### src/rtl/alu_operand_loader.sv
// alu_operand_loader: synchronises the slide switches and push-buttons,
// debounces the buttons and loads operand A, operand B and the op code on
// clean single-button presses. Once all three fields are loaded it raises
// o_valid for one cycle and clears the loaded flags. The operand values
// themselves are held for the ALU.
//
// Ports:
//   i_clk, i_rst_n   clock, asynchronous active-low reset
//   i_switch         raw slide switches (LEN_DATO)
//   i_buttons        raw buttons: [2]=load A, [1]=load B, [0]=load OP
//   o_dato_a/b       operands to the ALU (LEN_DATO)
//   o_op_code        op code to the ALU (LEN_OP, from switch[LEN_OP-1:0])
//   o_loaded         sticky loaded flags {A,B,OP}
//   o_valid          one-cycle strobe once all three fields are loaded

// Per-button debounce lane: stable follows the synchronised input only after
// CYCLES consecutive cycles of disagreement.
module alu_operand_loader_debounce #(
  parameter int CYCLES = 16
) (
  input  logic i_clk,
  input  logic i_rst_n,
  input  logic i_sync,
  output logic o_stable
);
  localparam int CW = (CYCLES > 1) ? $clog2(CYCLES) : 1;
  localparam logic [CW-1:0] CNT_MAX = CW'(CYCLES - 1);

  logic [CW-1:0] cnt_q;
  logic          stable_q;

  always_ff @(posedge i_clk or negedge i_rst_n) begin
    if (!i_rst_n) begin
      cnt_q    <= '0;
      stable_q <= 1'b0;
    end else if (i_sync == stable_q) begin
      cnt_q    <= '0;
    end else if (cnt_q == CNT_MAX) begin
      stable_q <= i_sync;
      cnt_q    <= '0;
    end else begin
      cnt_q    <= cnt_q + 1'b1;
    end
  end

  assign o_stable = stable_q;
endmodule

module alu_operand_loader #(
  parameter int LEN_DATO        = 8,
  parameter int LEN_OP          = 6,
  parameter int DEBOUNCE_CYCLES = 16
) (
  input  logic                i_clk,
  input  logic                i_rst_n,
  input  logic [LEN_DATO-1:0] i_switch,
  input  logic [2:0]          i_buttons,
  output logic [LEN_DATO-1:0] o_dato_a,
  output logic [LEN_DATO-1:0] o_dato_b,
  output logic [LEN_OP-1:0]   o_op_code,
  output logic [2:0]          o_loaded,
  output logic                o_valid
);
  localparam int NUM_BTN = 3;

  typedef enum logic {S_COLLECT = 1'b0, S_VALID = 1'b1} state_e;

  logic [LEN_DATO-1:0] sw_meta_q, sw_sync_q;
  logic [NUM_BTN-1:0]  btn_meta_q, btn_sync_q;
  logic [NUM_BTN-1:0]  stable, stable_prev_q, press, load;
  logic                one_hot;
  logic [LEN_DATO-1:0] dato_a_q, dato_b_q;
  logic [LEN_OP-1:0]   op_q;
  logic [NUM_BTN-1:0]  loaded_q, loaded_d;
  state_e              state_q, state_d;

  // two-flop synchronisers
  always_ff @(posedge i_clk or negedge i_rst_n) begin
    if (!i_rst_n) begin
      sw_meta_q  <= '0;
      sw_sync_q  <= '0;
      btn_meta_q <= '0;
      btn_sync_q <= '0;
    end else begin
      sw_meta_q  <= i_switch;
      sw_sync_q  <= sw_meta_q;
      btn_meta_q <= i_buttons;
      btn_sync_q <= btn_meta_q;
    end
  end

  alu_operand_loader_debounce #(.CYCLES(DEBOUNCE_CYCLES)) u_db [NUM_BTN-1:0] (
    .i_clk    (i_clk),
    .i_rst_n  (i_rst_n),
    .i_sync   (btn_sync_q),
    .o_stable (stable)
  );

  always_ff @(posedge i_clk or negedge i_rst_n) begin
    if (!i_rst_n) stable_prev_q <= '0;
    else          stable_prev_q <= stable;
  end

  // A press only counts while exactly one button is held; press is a subset
  // of stable, so a one-hot stable also means a single press.
  assign press   = stable & ~stable_prev_q;
  assign one_hot = (stable == 3'b100) || (stable == 3'b010) || (stable == 3'b001);
  assign load    = one_hot ? press : '0;

  always_ff @(posedge i_clk or negedge i_rst_n) begin
    if (!i_rst_n) begin
      dato_a_q <= '0;
      dato_b_q <= '0;
      op_q     <= '0;
    end else begin
      if (load[2]) dato_a_q <= sw_sync_q;
      if (load[1]) dato_b_q <= sw_sync_q;
      if (load[0]) op_q     <= sw_sync_q[LEN_OP-1:0];
    end
  end

  always_ff @(posedge i_clk or negedge i_rst_n) begin
    if (!i_rst_n) begin
      state_q  <= S_COLLECT;
      loaded_q <= '0;
    end else begin
      state_q  <= state_d;
      loaded_q <= loaded_d;
    end
  end

  // Flags clear on the S_VALID exit edge, but a load landing on that same
  // edge still sets its own flag.
  always_comb begin
    state_d  = state_q;
    loaded_d = loaded_q | load;
    case (state_q)
      S_COLLECT: if (loaded_q == 3'b111) state_d = S_VALID;
      S_VALID: begin
        state_d  = S_COLLECT;
        loaded_d = load;
      end
      default: state_d = S_COLLECT;
    endcase
  end

  assign o_dato_a  = dato_a_q;
  assign o_dato_b  = dato_b_q;
  assign o_op_code = op_q;
  assign o_loaded  = loaded_q;
  assign o_valid   = (state_q == S_VALID);
endmodule
### config.mk
export PLATFORM = sky130hd
export DESIGN_NAME = alu_operand_loader
export DESIGN_NICKNAME = d
export VERILOG_FILES = /design/src/rtl/alu_operand_loader.sv
export SDC_FILE = /design/constraint.sdc
export NUM_CORES = 1
export LEC_CHECK = 0
export BUFFER_PORTS_ARGS = -buffer_cell sky130_fd_sc_hd__clkbuf_2
export CAP_MARGIN = 20
export CELL_PAD_IN_SITES_DETAIL_PLACEMENT = 0
export CELL_PAD_IN_SITES_GLOBAL_PLACEMENT = 1
export CORE_MARGIN = 2
export CORE_UTILIZATION = 49
export CTS_BUF_LIST = sky130_fd_sc_hd__clkbuf_4 sky130_fd_sc_hd__clkbuf_8 sky130_fd_sc_hd__clkbuf_16
export DETAILED_ROUTE_END_ITERATION = 10
export PLACE_DENSITY_LB_ADDON = 0.1
export SYNTH_ARGS = -nofsm -noshare
export SYNTH_HDL_FRONTEND = slang
export SYNTH_SLANG_ARGS = --single-unit
### constraint.sdc
create_clock -name i_clk -period 3.2 [get_ports i_clk]
set_input_delay 0.32 -clock i_clk [delete_from_list [all_inputs] [get_ports i_clk]]
set_output_delay 0.32 -clock i_clk [all_outputs]
set_load 0.02 [all_outputs]
* Yosys cells after proc, flatten, opt, wreduce, memory -nomap -nowiden *
Index checks and enable logic that the tools add are counted.
W data, S select, Z words.

operators by class
  $add $sub $neg = 3
  $mul = 0
  divide/modulo/power cells = 0
  magnitude comparators = 0
  eq/ne operators = 10
  shift-type cells = 0
  mux-type cells = 10
  bitwise logic cells = 7
  reductions and logical operators = 5

operator list
  kind                   count
  $mux W4                6
  $add A4 B1 Y4 const B  3
  $eq A4 B4 Y1 const B   3
  $eq A3 B3 Y1 const B   2
  $mux W3                2
  $reduce_and A2 Y1      3
  $not A1 Y1             4
  $and A3 B3 Y3          1
  $eq A1 B1 Y1           3
  $eq A3 B1 Y1 const B   1
  $eq A3 B2 Y1 const B   1
  $not A3 Y3             1
  $or A3 B3 Y3           1
  $logic_or A1 B1 Y1     2
  $pmux W1 S2            1
  $mux W1                1

word-level totals
  register bits after elaboration = 66
  latch bits = 0
  RAM bits = 0
  bits in read-only memories = 0
  input port bits = 13
  output and inout bits = 26
  word-level logic and storage cells = 51
  memories kept = 0

* Logic depth before layout (Yosys ltp) *
  depth after elaboration = 6
  depth in mapped cells = 4
  gate-level depth less buffers = 4

* Hierarchy *
Synthesis repeated with hierarchy kept, for this count alone.

second synthesis, totals
  cell total of the unflattened synthesis = 135
  area, all modules = 2323.5 µm²

modules (own cells, without submodules)
  module                       instances  cells each  area an instance (µm²)  sequential area each (µm²)
  alu_operand_loader           1          81          1632.8                  1276.2
  alu_operand_loader_debounce  3          18          230.2                   125.1

* Least setup slack after synthesis *
OpenSTA, ideal clock, no wires.

  kind = register to register
  start point = register u_db[0].stable_q
  end point = register dato_a_q[0], in the netlist o_dato_a[0]
  setup time = 0.125 ns
  arrival time = 1.347 ns
  data required time = 3.075 ns
  setup slack = 1.728 ns
  stages on the path, launching flop included = 3
  buffers on the path = 0
  period minus slack after synthesis = 1.472 ns
  cell sequence = dfrtp_1 nor4b_4 mux2_2

on the way
  cells in the longest elaborated chain, start to end = 4
  elaborated cells on any way between the ends = 6
  those cells by class = 3 x eq/ne; 1 x mux; 2 x reduce/logical

ends and longest elaborated chain
  what                                                 line  source
  from (decl)                                          30    logic stable_q;
  from (signal assigned)                               39    stable_q <= i_sync;
  $eq A3 B3 Y1 / $eq A3 B2 Y1 (equally long branches)  107   assign one_hot = (stable == 3'b100) || (stable == 3'b010) || (stable == 3'b001);
  $logic_or A1 B1 Y1                                   107
  $logic_or A1 B1 Y1 (*)                               107
  $mux W3 (*)                                          108   assign load = one_hot ? press : '0;
  to (signal assigned)                                 116   if (load[2]) dato_a_q <= sw_sync_q;
  to (decl)                                            72    logic [LEN_DATO-1:0] dato_a_q, dato_b_q;

Every way passes the cells marked *; elsewhere a longest branch is shown, timed or not.
A chain may end at the register's enable or synchronous reset.

* Worst setup path in the final report *
Ends and elaborated chain as after synthesis.

==> results.ini <==
[critical_path]
critPathKind=flip-flop to flip-flop
end_kind=flip-flop
worst_ep_arrival_time_ps=1920
start_kind=flip-flop
path_max_fanout=9
crit_required_ps=3410
reg2reg_slack_ps=1490
ff2ff_path_depth=2
rr_endpoint=o_dato_a[0]
r2r-start=u_db[0].o_stable

[clock_tree]
cts_setup_buffers=0
cts.htree.levels=3
clk_pin_slew_ps=70
tritoncts=built
cts_sinks=66
cts-resized-gates=0
cts_hold_buf=0
clock_latency_ps=330
cts_max_path_buffers=2
root_buffer=clkbuf_8
cts_buffers=9

[placement]
place_inst=227
dp_hpwl_mm=2.47
port_buffers=38
gp_congestion=0.761

[sta]
period_minus_slack_ps=1710
maxSlewHeadroom=0.531
drv_slew=0
worst_pin_slew_ps=700
skew_ps=7.85
setup_tns_ps=0
rsz0062_at_grt=no
hold_violations=0
fmax_mhz=586
finalCritPeriodShare=0.533
setup-violations-final=0
whs_ps=10.3

[die]
die_area_um2=5220
start_util=0.517
row_count=24
die_h_um=72.2
coreArea_um2=4410
num_io_pins=39
die_x_um=72.2

[logic_synthesis]
ys_ff_latch=66
avgSynthCellArea_um2=16.9
synth-simple-area-share=0.0762
ys_seq_area_frac=0.724
synth.yosys.warnings=0
synthCells=135
syn_nets=151
synth_xor_area_frac=0.0230
synthMuxAreaShare=0.123
synth_cell_types=16
synth-adder-area-share=0.0164
syn_area_um2=2280
synth_compound_area_frac=0.0307
synth_top_family_by_area=multiplexers

[drt]
vias_per_cell=5.14
ant_nets=0
routedWlPerCell_um=14.8
drt_iter0_markers=49
drc_errors=0
first_pass_iters=4
vias=1255
finalWirelength_mm=3.62

[power]
power_density_nw_per_um2=604
vdd_ir_drop_max_mv=0.386
p_leak_nw=1.42
power_mw=1.69

[grt]
grt_max_degree=50
grt_overflow=0
grt_pass1_vias=1372
grt_pass1_wl_mm=6.45
antenna_found_initial=0
grt_use_total=0.170

[final_layout]
layout_commonest_cell=dfrtp_1
fin_cells=244
final_nets=203
fillers=342
final_layout_size_suffix_gt1_frac=0.453
areaGrowthSynthToFinish_pct=22.9
n_antenna_cell=0
layout_common_cells=66 x dfrtp_1, 38 x clkbuf_2, 25 x mux2_2

[status]
status=finished clean

[worst_hold_path]
hp-class=input pin to asynchronous set/reset pin

[job]
maxCapViolCount=0

[area by class of cell]
class	instances	area [µm²]	area share
Sequential cell	66	1650	0.589
Multi-Input combinational cell	65	616	0.220
Timing Repair Buffer	41	233	0.0830
Clock buffer	15	194	0.0692
Tap cell	52	65.1	0.0232
Clock inverter	1	30.0	0.0107
Inverter	4	15.0	0.00535
[layer usage]
layer / track usage / share of wire
met5: 0 / 0
met4: 0.0985 / 0.017
met3: 0.0597 / 0.053
met2: 0.255 / 0.48
met1: 0.216 / 0.45
[report_power, final]
part | total (mW) | internal [mW] | switching, mW
Combinational | 0.0648 | 0.0284 | 0.0364
Sequential | 0.881 | 0.862 | 0.0184
Clock | 0.747 | 0.463 | 0.284
[synthesized netlist by cell type (all sizes together)]
cell	n	area, µm²
dfrtp	66	1650
mux2	25	282
a21oi	6	30.0
xnor2	6	52.6
inv	4	15.0
a21o	3	25.0
ha	3	37.5
nand3	3	15.0
nand4b	3	26.3
nor2	3	11.3
nor2b	3	18.8
nor3b	3	22.5
nor4b	3	71.3
o21ai	3	15.0
and4	1	8.76
[worst max-delay path by stage]
stage                                 from     endpoint  slack [ps]  cells after the start
final                     u_db[0].o_stable  o_dato_a[0]        1490                      2
after floorplan           u_db[0].o_stable  o_dato_a[0]        1730                      2
after global placement    u_db[0].o_stable  o_dato_a[7]        1470                      2
after global routing      u_db[2].o_stable  o_dato_a[3]        1370                      2
after CTS                 u_db[0].o_stable  o_dato_a[4]        1450                      2
after detailed placement  u_db[0].o_stable  o_dato_a[4]        1460                      2
[worst max-delay path: stages (launching register included)]
cell and delay, ps:
dfrtp_1 480, nor4b_4 700, mux2_2 410
[metrics by stage]
stage                      util  area, µm²  setup WS [ps]
after CTS                 0.629       2780           1450
after global placement    0.578       2550           1470
after global routing      0.635       2800           1370
after detailed placement  0.578       2550           1460
after floorplan               -       2280           1730
final                     0.635       2800           1490
[sequential cells by signal (all words and copies together), names as in the netlist]
| signal | cells |
|---|---|
| u_db.cnt_q | 12 |
| o_dato_a | 8 |
| sw_meta_q | 8 |
| o_valid | 1 |
| btn_meta_q | 3 |
| u_db.o_stable | 3 |
| stable_prev_q | 3 |
| o_op_code | 6 |
| sw_sync_q | 8 |
| o_loaded | 3 |
| o_dato_b | 8 |
| btn_sync_q | 3 |
[cells by family (layout without fill, tap and decap cells)]
kind of cell | after synthesis | after routing
AOI/OAI and AO/OA | 12 | 12
xor gates and xnor gates | 6 | 6
adders and majority gates | 3 | 3
buffers and inverters | 4 | 61
DFF | 66 | 66
muxes | 25 | 25
and+or+nand+nor | 19 | 19
No activity file was read; power rests on OpenSTA's default activity.
